`config.mk`:
```
export PLATFORM = sky130hd
export DESIGN_NAME = lcd_hd44780_receiver
export DESIGN_NICKNAME = d
export VERILOG_FILES = /design/src/rtl/lcd_hd44780_pkg.sv /design/src/rtl/lcd_nibble_assembler.sv /design/src/rtl/lcd_hd44780_receiver.sv
export SDC_FILE = /design/constraint.sdc
export NUM_CORES = 1
export LEC_CHECK = 0
export ABC_AREA = 1
export CAP_MARGIN = 40
export CORE_ASPECT_RATIO = 0.7
export CORE_MARGIN = 2
export CORE_UTILIZATION = 23
export CTS_BUF_LIST = sky130_fd_sc_hd__clkbuf_4
export CTS_CLUSTER_SIZE = 16
export DETAILED_ROUTE_END_ITERATION = 10
export HOLD_SLACK_MARGIN = 0.08
export PLACE_DENSITY = 0.4
export SLEW_MARGIN = 20
export SYNTH_ARGS = -nofsm -noshare
export SYNTH_HDL_FRONTEND = slang
export SYNTH_SLANG_ARGS = --single-unit
```
`constraint.sdc`:
```
create_clock -name clk -period 5.35 [get_ports clk]
set_input_delay 1.3375 -clock clk [delete_from_list [all_inputs] [get_ports clk]]
set_output_delay 1.3375 -clock clk [all_outputs]
set_load 0.005 [all_outputs]
```
`src/rtl/lcd_hd44780_pkg.sv`:
```
// Shared constants, state encoding and AC stepping rule for the HD44780 receiver model.
package lcd_hd44780_pkg;

  // Command classes are recognised by their highest set bit.
  localparam logic [7:0] CMD_CLEAR  = 8'h01;
  localparam logic [7:0] MASK_HOME  = 8'h02;
  localparam logic [7:0] MASK_ENTRY = 8'h04;
  localparam logic [7:0] MASK_DISP  = 8'h08;
  localparam logic [7:0] MASK_SHIFT = 8'h10;
  localparam logic [7:0] MASK_FUNC  = 8'h20;
  localparam logic [7:0] MASK_CGRAM = 8'h40;
  localparam logic [7:0] MASK_DDRAM = 8'h80;

  localparam logic [6:0] LINE1_BASE = 7'h00;
  localparam logic [6:0] LINE2_BASE = 7'h40;
  localparam logic [6:0] LINE1_END  = 7'h27;
  localparam logic [6:0] LINE2_END  = 7'h67;

  localparam logic [7:0] FILL_BYTE  = 8'h20;
  localparam int         IMG_DEPTH  = 32;

  typedef enum logic [1:0] {
    IDLE,
    EXEC,
    CLEAR_FILL,
    BUSY_WAIT
  } rx_state_t;

  function automatic logic [6:0] ac_step(input logic [6:0] ac, input logic inc);
    logic [6:0] nxt;
    if (inc) begin
      if (ac == LINE1_END)      nxt = LINE2_BASE;
      else if (ac == LINE2_END) nxt = LINE1_BASE;
      else                      nxt = ac + 7'd1;
    end else begin
      if (ac == LINE1_BASE)      nxt = LINE2_END;
      else if (ac == LINE2_BASE) nxt = LINE1_END;
      else                       nxt = ac - 7'd1;
    end
    return nxt;
  endfunction

endpackage

```
`src/rtl/lcd_nibble_assembler.sv`:
```
// Synchronizes the LCD pins, detects EN falling edges and assembles 4/8-bit writes into bytes.
module lcd_nibble_assembler
  import lcd_hd44780_pkg::*;
(
  input  logic       clk,
  input  logic       rst_n,
  input  logic       i_lcd_rs,
  input  logic       i_lcd_rw,
  input  logic       i_lcd_en,
  input  logic [3:0] i_lcd_data,
  input  logic       i_four_bit,
  output logic       o_byte_vld,
  output logic [7:0] o_byte,
  output logic       o_rs,
  output logic       o_err
);

  // Pin bundle layout: [6]=rs [5]=rw [4]=en [3:0]=data
  logic [6:0] r_pin_p0;
  logic [6:0] r_pin_p1;
  logic [6:0] r_pin_p2;
  logic       r_phase;
  logic [3:0] r_hi_nib;
  logic       r_hi_rs;

  logic       w_strobe;
  logic       w_rs;
  logic       w_rw;
  logic [3:0] w_nib;
  logic       w_phase_nxt;
  logic       w_hi_load;

  // p0/p1 are the synchronizer; p2 holds the values seen while EN was still high
  always_ff @(posedge clk or negedge rst_n) begin
    if (!rst_n) begin
      r_pin_p0 <= '0;
      r_pin_p1 <= '0;
      r_pin_p2 <= '0;
    end else begin
      r_pin_p0 <= {i_lcd_rs, i_lcd_rw, i_lcd_en, i_lcd_data};
      r_pin_p1 <= r_pin_p0;
      r_pin_p2 <= r_pin_p1;
    end
  end

  assign w_strobe = r_pin_p2[4] & ~r_pin_p1[4];
  assign w_rs     = r_pin_p2[6];
  assign w_rw     = r_pin_p2[5];
  assign w_nib    = r_pin_p2[3:0];

  always_comb begin
    o_byte_vld  = 1'b0;
    o_byte      = {w_nib, 4'h0};
    o_rs        = w_rs;
    o_err       = 1'b0;
    w_hi_load   = 1'b0;
    w_phase_nxt = r_phase & i_four_bit;
    if (w_strobe) begin
      if (w_rw) begin
        o_err = 1'b1;
      end else if (!i_four_bit) begin
        o_byte_vld  = 1'b1;
        w_phase_nxt = 1'b0;
      end else if (!r_phase) begin
        w_hi_load   = 1'b1;
        w_phase_nxt = 1'b1;
      end else begin
        o_byte_vld  = 1'b1;
        o_byte      = {r_hi_nib, w_nib};
        o_err       = (r_hi_rs != w_rs);
        w_phase_nxt = 1'b0;
      end
    end
  end

  always_ff @(posedge clk or negedge rst_n) begin
    if (!rst_n) begin
      r_phase  <= 1'b0;
      r_hi_nib <= '0;
      r_hi_rs  <= 1'b0;
    end else begin
      r_phase <= w_phase_nxt;
      if (w_hi_load) begin
        r_hi_nib <= w_nib;
        r_hi_rs  <= w_rs;
      end
    end
  end

endmodule

```
`src/rtl/lcd_hd44780_receiver.sv`:
```
// HD44780 4-bit write-side model: executes the command subset, mirrors the 2x16 DDRAM and emulates busy.
module lcd_hd44780_receiver
  import lcd_hd44780_pkg::*;
#(
  parameter int BUSY_CYCLES  = 37,
  parameter int CLEAR_CYCLES = 1520
) (
  input  logic       clk,
  input  logic       rst_n,
  input  logic       lcd_rs,
  input  logic       lcd_rw,
  input  logic       lcd_en,
  input  logic [3:0] lcd_data,
  input  logic [4:0] rd_addr,
  output logic [7:0] rd_data,
  output logic       evt_valid,
  output logic       evt_rs,
  output logic [7:0] evt_byte,
  output logic       evt_dropped,
  output logic [6:0] cursor_addr,
  output logic       display_on,
  output logic       four_bit,
  output logic       two_line,
  output logic       inc_mode,
  output logic       busy,
  output logic       protocol_err
);

  localparam int CNT_W = $clog2((CLEAR_CYCLES > BUSY_CYCLES) ? CLEAR_CYCLES : BUSY_CYCLES) + 1;

  logic             w_byte_vld;
  logic [7:0]       w_byte;
  logic             w_byte_rs;
  logic             w_asm_err;

  rx_state_t        r_state;
  rx_state_t        w_state_nxt;
  logic [CNT_W-1:0] r_cnt;
  logic [CNT_W-1:0] w_cnt_nxt;
  logic [4:0]       r_fill_idx;
  logic [4:0]       w_fill_nxt;
  logic             w_fill_we;

  logic [6:0]       r_ac;
  logic             r_disp;
  logic             r_four;
  logic             r_two;
  logic             r_inc;
  logic             r_cg_mode;
  logic [6:0]       w_ac_nxt;
  logic             w_disp_nxt;
  logic             w_four_nxt;
  logic             w_two_nxt;
  logic             w_inc_nxt;
  logic             w_cg_nxt;
  logic             w_wr_en;
  logic             w_long;
  logic             w_clear;
  logic [4:0]       w_wr_idx;

  logic             w_busy;
  logic             w_exec;
  logic             w_drop;

  logic [7:0]       r_image [IMG_DEPTH];
  logic [7:0]       r_rd_data;
  logic             r_evt_valid;
  logic             r_evt_rs;
  logic [7:0]       r_evt_byte;
  logic             r_evt_dropped;
  logic             r_err;

  lcd_nibble_assembler u_asm (
    .clk        (clk),
    .rst_n      (rst_n),
    .i_lcd_rs   (lcd_rs),
    .i_lcd_rw   (lcd_rw),
    .i_lcd_en   (lcd_en),
    .i_lcd_data (lcd_data),
    .i_four_bit (r_four),
    .o_byte_vld (w_byte_vld),
    .o_byte     (w_byte),
    .o_rs       (w_byte_rs),
    .o_err      (w_asm_err)
  );

  assign w_busy   = (r_state != IDLE);
  assign w_exec   = w_byte_vld & ~w_busy;
  assign w_drop   = w_byte_vld & w_busy;
  // Line 1 occupies 0x00-0x0F, line 2 0x40-0x4F; bit 6 selects the upper half of the image
  assign w_wr_idx = {r_ac[6], r_ac[3:0]};

  always_comb begin
    w_ac_nxt   = r_ac;
    w_disp_nxt = r_disp;
    w_four_nxt = r_four;
    w_two_nxt  = r_two;
    w_inc_nxt  = r_inc;
    w_cg_nxt   = r_cg_mode;
    w_wr_en    = 1'b0;
    w_long     = 1'b0;
    w_clear    = 1'b0;
    if (w_exec) begin
      if (w_byte_rs) begin
        w_wr_en  = ~r_cg_mode & (r_ac[5:4] == 2'b00);
        w_ac_nxt = ac_step(r_ac, r_inc);
      end else if (|(w_byte & MASK_DDRAM)) begin
        w_ac_nxt = w_byte[6:0];
        w_cg_nxt = 1'b0;
      end else if (|(w_byte & MASK_CGRAM)) begin
        w_cg_nxt = 1'b1;
      end else if (|(w_byte & MASK_FUNC)) begin
        w_four_nxt = ~w_byte[4];
        w_two_nxt  = w_byte[3];
      end else if (|(w_byte & MASK_SHIFT)) begin
        if (!w_byte[3]) w_ac_nxt = ac_step(r_ac, w_byte[2]);
      end else if (|(w_byte & MASK_DISP)) begin
        w_disp_nxt = w_byte[2];
      end else if (|(w_byte & MASK_ENTRY)) begin
        w_inc_nxt = w_byte[1];
      end else if (|(w_byte & MASK_HOME)) begin
        w_ac_nxt = LINE1_BASE;
        w_cg_nxt = 1'b0;
        w_long   = 1'b1;
      end else if (w_byte == CMD_CLEAR) begin
        w_ac_nxt  = LINE1_BASE;
        w_cg_nxt  = 1'b0;
        w_inc_nxt = 1'b1;
        w_long    = 1'b1;
        w_clear   = 1'b1;
      end
    end
  end

  always_comb begin
    w_state_nxt = r_state;
    w_cnt_nxt   = r_cnt;
    w_fill_nxt  = r_fill_idx;
    w_fill_we   = 1'b0;
    case (r_state)
      IDLE: begin
        if (w_exec) begin
          w_cnt_nxt   = w_long ? CNT_W'(CLEAR_CYCLES - 1) : CNT_W'(BUSY_CYCLES - 1);
          w_state_nxt = w_clear ? CLEAR_FILL : EXEC;
          w_fill_nxt  = '0;
        end
      end
      EXEC, BUSY_WAIT: begin
        if (r_cnt == '0) begin
          w_state_nxt = IDLE;
        end else begin
          w_cnt_nxt   = r_cnt - CNT_W'(1);
          w_state_nxt = BUSY_WAIT;
        end
      end
      CLEAR_FILL: begin
        w_fill_we  = 1'b1;
        w_fill_nxt = r_fill_idx + 5'd1;
        if (r_cnt != '0) w_cnt_nxt = r_cnt - CNT_W'(1);
        if (r_fill_idx == 5'd31) w_state_nxt = (r_cnt == '0) ? IDLE : BUSY_WAIT;
      end
      default: w_state_nxt = IDLE;
    endcase
  end

  always_ff @(posedge clk or negedge rst_n) begin
    if (!rst_n) begin
      r_state       <= IDLE;
      r_cnt         <= '0;
      r_fill_idx    <= '0;
      r_ac          <= '0;
      r_disp        <= 1'b0;
      r_four        <= 1'b0;
      r_two         <= 1'b0;
      r_inc         <= 1'b1;
      r_cg_mode     <= 1'b0;
      r_evt_valid   <= 1'b0;
      r_evt_rs      <= 1'b0;
      r_evt_byte    <= '0;
      r_evt_dropped <= 1'b0;
      r_err         <= 1'b0;
      r_rd_data     <= '0;
    end else begin
      r_state     <= w_state_nxt;
      r_cnt       <= w_cnt_nxt;
      r_fill_idx  <= w_fill_nxt;
      r_ac        <= w_ac_nxt;
      r_disp      <= w_disp_nxt;
      r_four      <= w_four_nxt;
      r_two       <= w_two_nxt;
      r_inc       <= w_inc_nxt;
      r_cg_mode   <= w_cg_nxt;
      r_evt_valid <= w_byte_vld;
      if (w_byte_vld) begin
        r_evt_rs      <= w_byte_rs;
        r_evt_byte    <= w_byte;
        r_evt_dropped <= w_busy;
      end
      r_err     <= r_err | w_asm_err | w_drop;
      r_rd_data <= r_image[rd_addr];
    end
  end

  // The image resets to blanks too, so a reset mid-fill leaves no partial clear behind
  always_ff @(posedge clk or negedge rst_n) begin
    if (!rst_n) begin
      for (int i = 0; i < IMG_DEPTH; i++) r_image[i] <= FILL_BYTE;
    end else if (w_fill_we) begin
      r_image[r_fill_idx] <= FILL_BYTE;
    end else if (w_wr_en) begin
      r_image[w_wr_idx] <= w_byte;
    end
  end

  assign rd_data      = r_rd_data;
  assign evt_valid    = r_evt_valid;
  assign evt_rs       = r_evt_rs;
  assign evt_byte     = r_evt_byte;
  assign evt_dropped  = r_evt_dropped;
  assign cursor_addr  = r_ac;
  assign display_on   = r_disp;
  assign four_bit     = r_four;
  assign two_line     = r_two;
  assign inc_mode     = r_inc;
  assign busy         = w_busy;
  assign protocol_err = r_err;

endmodule
```
==> impl_metrics.ini <==
[outcome]
status = finished, final reports clean

[worst_setup_path]
end_kind = output pin
path_class = flip-flop to output pin
r2r_start = r_state[0]
cp.arrival_ns = 2.47
path_max_fanout = 6
slowest_stage = clkdlybuf4s50_1
rrSetupSlack_ns = 2.27
r2r_end = r_image[2]
path_cells = nor2_1 > buf_4 > inv_1 > clkdlybuf4s50_1
critPathLaunchType = flip-flop
worstRegToRegCells = 10
required_ns = 4.01
cpPeakStageDelay_ns = 0.48

[timing]
max_slew_margin = 0.384
setup_viol = 0
setup_tns_ns = 0
worstMarginPinSlew_ns = 0.924
layout_min_cycle_time_ns = 3.81
hold_violations = 0
max_freq_mhz = 263
slew_violations = 0
fin_skew_ns = 0.0542
rsz0062_at_grt = false
finalCritPeriodShare = 0.712

[routing]
drt-initial-drc-count = 1072
routedWlPerCell_um = 20.1
wirelength_um = 58400
vias = 13899
first_pass_iters = 5
ant_nets = 0
remaining_drc_errors = 0
routed_via_density = 4.79

[yosys]
synth_area_mm2 = 0.0163
synth_top_area_cell = dfrtp_1
synth_seq_cells = 334
syn_nets = 1868
synth_area_leaders = dfrtp_1 (46%), o22ai_1 (8.2%), inv_1 (6.3%)
yosys_warnings = 0
synth_top_area_frac = 0.463
syn_avg_cell_area_um2 = 8.82
synth_cells = 1844
yosysUniqueCellTypes = 46
ys_seq_area_frac = 0.517

[global_routing]
grt_max_degree = 104
grt.total_usage = 0.162
overflow = 0
antenna_found_initial = 2
grt_pass1_vias = 13839
grt_pass1_wl_um = 88800

[power_and_ir_drop]
combPwrFrac = 0.181
p_leak_nw = 8.33
p_clk_frac = 0.379
switchingPower_mw = 2.18
switching_share = 0.323
ir_drop_uv = 173
p_seq_frac = 0.440
cellPowerDensity_mw_per_mm2 = 354
internal_power_mw = 4.55

[finish]
final_cell_mix = dfrtp_1 (301), inv_1 (271), o22ai_1 (212)
final_common_cell = dfrtp_1
layout-drive-gt1-share = 0.152
fin_nets = 1932
final_util = 0.272
syn_to_final_growth_pct = 17.0

[run]
maxCapViolations = 0

[hold_path]
hold_depth = 0
hold_end = u_asm.r_pin_p1[1]
worstHoldStart = u_asm.r_pin_p0[1]
hp-class = flip-flop to flip-flop

[floorplan]
core-area_mm2 = 0.0699
chipHeight_um = 226
dieArea_mm2 = 0.0729
start_util = 0.233
ioPinCount = 46
rows = 81
die_x_um = 322

[clock_tree]
cts_setup_buffers = 0
clk_pin_slew_ns = 0.07
h-tree-depth = 3
cts_hold_buf = 0
cts_tree = done
cts_root_buf = clkbuf_4
clk-insertion-delay-late_ns = 0.88
cts_num_sinks = 334
cts_buffers = 89
cts.path.max_buffers = 3
postCtsResizedCells = 0

[placed_design]
routabilityCongestion = 0.813
port_buffers = 45
dp_hpwl_um = 37100
[logic make-up after synthesis]
| logic type | after synthesis | share of synthesized area |
|---|---|---|
| AOI/OAI and AO/OA | 647 | 0.243 |
| and+or+nand+nor | 463 | 0.136 |
| buffers and inverters | 383 | 0.0926 |
| DFF | 334 | 0.517 |
| adders and majority gates | 10 | 0.00770 |
| xor gates and xnor gates | 5 | 0.00269 |
| muxes | 2 | 0.00139 |
[flip-flops by register name, indices dropped and copies added, names as in the netlist]
register and flops:
display_on 1, r_cnt 12, evt_byte 8, two_line 1, u_asm.r_hi_nib 4, four_bit 1
evt_rs 1, protocol_err 1, u_asm.r_phase 1, r_cg_mode 1, inc_mode 1, r_image 256
rd_data 8, u_asm.r_pin_p1 7, evt_valid 1, r_state 2, cursor_addr 7, u_asm.r_hi_rs 1
u_asm.r_pin_p2 7, r_fill_idx 5, evt_dropped 1, u_asm.r_pin_p0 7
[routing by layer]
layer / up-vias / GRT usage / share of wire
met5: - / 0 / 0
met4: 0 / 0.0458 / 0.023
met3: 102 / 0.0381 / 0.060
met2: 386 / 0.231 / 0.42
met1: 6898 / 0.242 / 0.50
li1: 6513 / - / -
[cell type report]
| class | instances | area, um^2 |
|---|---|---|
| Antenna cell | 7 | 17.5 |
| Multi-Input combinational cell | 1127 | 6370 |
| Clock buffer | 139 | 1040 |
| Fill cell | 7550 | 50900 |
| Inverter | 283 | 1070 |
| Clock inverter | 24 | 201 |
| Tap cell | 913 | 1140 |
| Sequential cell | 334 | 8400 |
| Timing Repair Buffer | 73 | 776 |
[metrics by stage]
| stage | hold slack (ns) | cells | area [um^2] | power, mW | worst slack (ns) |
|---|---|---|---|---|---|
| floorplan | 0.331 | 1844 | 16300 | 3.72 | 2.71 |
| global placement | 0.337 | 2726 | 17700 | 4.21 | 1.69 |
| detailed placement | 0.335 | 2729 | 17700 | 4.22 | 1.68 |
| CTS | 0.343 | 2892 | 19000 | 6.83 | 1.48 |
| global route | 0.340 | 2895 | 19000 | 7.12 | 1.42 |
| finish | 0.331 | 2900 | 19000 | 6.73 | 1.54 |
[how the worst max path moves through the flow]
stage	startpoint	end	slack (ns)	depth (start not counted)
2_1_floorplan	rd_addr[0]	rd_data[0]	2.71	9
3_3_place_gp	rd_addr[2]	rd_data[0]	1.69	7
3_5_place_dp	rd_addr[2]	rd_data[0]	1.68	7
4_1_cts	r_state[0]	busy	1.48	4
5_1_grt	r_state[0]	busy	1.42	4
6_report	r_state[0]	busy	1.54	4
[cell usage after synthesis (all sizes together)]
cell,n
nor4,1
ha,10
mux2,2
or2,2
o221ai,8
o22a,28
o21ai,230
o211ai,24
clkinv,4
o21a,2
clkbuf,79
nand3,83
dfrtp,301
dfstp,33
a31oi,16
o22ai,212
nand3b,1
xor2,4
a22oi,5
nor3,8
nor2,137
nand4,15
a21oi,121
inv,279
xnor2,1
o21bai,1
nand2,216
buf,21
[critical path: cells and delay by family, from the launching register on]
| kind | cells | cell delay, ns |
|---|---|---|
| simple gates | 1 | 0.34 |
| flops | 1 | 0.39 |
| buf+inv | 3 | 0.87 |
[power by group through the flow]
stage	Sequential [mW]	Clock, mW	Combinational [mW]
floorplan	2.95	0	0.776
global placement	3.00	0	1.21
detailed placement	3.00	0	1.22
CTS	2.96	2.64	1.22
global route	2.99	2.78	1.35
finish	2.96	2.55	1.22
(Power assumes the default switching activity.)
==> edit, RTL diff (same flow settings) <==
`r_ac` no longer has a reset.
--- a/src/rtl/lcd_hd44780_receiver.sv
+++ b/src/rtl/lcd_hd44780_receiver.sv
@@ -168,7 +168,6 @@
       r_state       <= IDLE;
       r_cnt         <= '0;
       r_fill_idx    <= '0;
-      r_ac          <= '0;
       r_disp        <= 1'b0;
       r_four        <= 1'b0;
       r_two         <= 1'b0;
@@ -184,7 +183,6 @@
       r_state     <= w_state_nxt;
       r_cnt       <= w_cnt_nxt;
       r_fill_idx  <= w_fill_nxt;
-      r_ac        <= w_ac_nxt;
       r_disp      <= w_disp_nxt;
       r_four      <= w_four_nxt;
       r_two       <= w_two_nxt;
@@ -199,6 +197,10 @@
       r_err     <= r_err | w_asm_err | w_drop;
       r_rd_data <= r_image[rd_addr];
     end
+  end
+
+  always_ff @(posedge clk) begin
+    r_ac <= w_ac_nxt;
   end
 
   // The image resets to blanks too, so a reset mid-fill leaves no partial clear behind
Check against the original RTL: no difference found for any inputs over 4 cycles, from zero or initial values and one cycle with rst_n low; that may be too few to reach the edited logic, so the function may still have changed.
==> edit against the unedited design <==
Synthesized area increased by 1.3%. Routed wire length rose by 3.0%. Via count up 2.9%. Sequential cell count unchanged. Die area grew 1.3%. Critical endpoint is now cursor_addr[2]. Utilization shrank 0.24 points. Design area grew 0.91%. Sequential power about the same. Total power fell by 2.4%. Setup slack better by 190 ps. Largest power group unchanged. Global-route usage increased by 0.30 points.
==> edit: results (changes against the unedited design) <==
[run_status]
status = complete, no violations

[cells_and_area]
nFillCells = 7842  ; +3.9%
reg_top3 = r_image: 256 flops, r_cnt: 12 flops
drive_gt1_share_pct = 16.3  ; +1.1 points
fin_nets = 2004  ; +3.7%

[setup_path]
cpLargestDelayFamily = flip-flops
r2r-start = four_bit
r2r_cells = 9  ; -1
r2r-end = r_image[31]
cpMaxStageDelayCell = edfxtp_1
r2r_slack_ps = 2370  ; +100 ps
arrival_ps = 2280  ; -190 ps
crit_fanout = 13  ; +7
cp_slowest_stage_delay_ps = 780  ; +300 ps

[worst_hold_path]
min_to = u_asm.r_pin_p2[0]
hp-start = u_asm.r_pin_p1[0]

[placement]
numPortBuffers = 45  ; unchanged
gp_congestion = 0.824  ; +1.3%
hpwlAfterDp_mm = 38.6  ; +4.0%
dp_slack_ps = 1630  ; -49.5 ps

[grt]
antenna_found_initial = 2  ; unchanged
grtUsageTotal_pct = 16.5  ; +0.30 points
first_global_vias = 14200  ; +2.3%
grt_pass1_wl_mm = 92.7  ; +4.4%
grt_max_degree = 126  ; +21%

[clocking]
clock_latency_ps = 870
cts_setup_buffers = 0  ; unchanged
cts_resized = 0  ; unchanged
clk_path_buf_depth = 3  ; unchanged
root_buffer = clkbuf_4
cts_buffers = 95  ; +6.7%

[logic_synthesis]
synth_edf_count = 7  ; +7
ys_seq_area_share_pct = 51.2  ; -0.43 points
synthArstFlopShare_pct = 97.9  ; -2.1 points
synth_warnings = 0  ; unchanged
syn-num-nets = 1933  ; +3.5%
ys.flop_type = dfrtp_1
ys_types = 43  ; -6.5%
synthTopCellsByArea = dfrtp_1 45%, o21ai_0 9.1%, nand2_1 8.7%, dfstp_2 5.3%, nor2_1 4.9%
yosys-top-cells-count = 383 x nand2_1, 298 x o21ai_0, 294 x dfrtp_1

[power_and_ir_drop]
internal_power_mw = 4.47  ; -1.7%
peakVddDrop_mv = 0.194  ; +12%
cellLeakagePower_nw = 8.65  ; +3.8%

[drt]
first_iter_violations = 1339  ; +25%
routed_wl_mm = 60.2  ; +3.0%
routed_via_density = 4.75  ; -0.97%
first_pass_iters = 5  ; unchanged

[sta]
skew_ps = 62.5  ; +8.35 ps
slew_headroom_pct = 41.7  ; +3.3 points

-- edit: cell count changes after synthesis, moves of 27 or more --
| cell | change |
|---|---|
| o21ai_1 | +86 |
| nand2_1 | +199 |
| inv_1 | -160 |
| a22oi_1 | +27 |
| a21oi_1 | -73 |
| o221ai_1 | +38 |
| nand2_4 | -28 |
| inv_2 | +29 |
| o21ai_0 | +114 |
| o22a_1 | -28 |
| nor2_1 | +81 |
| o22ai_1 | -203 |
-- edit: how the worst max path moves through the flow --
stage                   startpoint              to  slack [ps]  cells after the start
floorplan               rd_addr[0]      rd_data[4]        2770                      9
global placement        rd_addr[0]      rd_data[2]        1610                      8
detailed placement      rd_addr[0]      rd_data[7]        1630                      8
CTS                 cursor_addr[2]  cursor_addr[2]        1640                      1
global route        cursor_addr[2]  cursor_addr[2]        1640                      1
finish              cursor_addr[2]  cursor_addr[2]        1740                      1
-- edit: routing by layer --
layer	vias up	wire, um	track usage (%)
li1	6605	-	-
met3	92	3870	3.62
met2	454	24400	22.5
met1	7150	30800	25.9
met5	-	0	0
met4	0	1060	4.01
-- edit: cell families (layout without fill, tap and decap cells) --
kind of cell	after synthesis	after routing	synth area share (%)
flip-flops	334	334	51.2
AND/OR/NAND/NOR	730	730	20.3
XOR/XNOR	7	7	0.372
AO/OA/AOI/OAI	581	581	21.2
buffers and inverters	247	383	6.07
other	0	2	0
adder cells (fa/ha/maj)	10	10	0.760
-- edit: cell type report --
type | count | area (um2) | share of cell area [%]
Sequential cell | 334 | 8430 | 43.9
Antenna cell | 2 | 5.00 | 0.0261
Timing Repair Buffer | 72 | 721 | 3.75
Inverter | 149 | 561 | 2.92
Clock buffer | 146 | 1100 | 5.71
Tap cell | 966 | 1210 | 6.30
Multi-Input combinational cell | 1328 | 7050 | 36.7
Clock inverter | 16 | 120 | 0.626
-- edit: metrics by stage --
stage / cells / area [um2] / hold slack [ps]
after floorplan: 1909 / 16500 / 331
after global placement: 2846 / 17900 / 334
after detailed placement: 2848 / 18000 / 335
after CTS: 3010 / 19200 / 346
after global routing: 3013 / 19200 / 341
final: 3013 / 19200 / 341
-- edit: power groups by stage --
stage	sequential [mW]	combinational, mW	clock, mW
2_1_floorplan	2.93	0.731	0
3_3_place_gp	2.99	1.13	0
3_5_place_dp	3.00	1.15	0
4_1_cts	2.95	1.15	2.58
5_1_grt	2.98	1.28	2.73
6_report	2.95	1.14	2.47
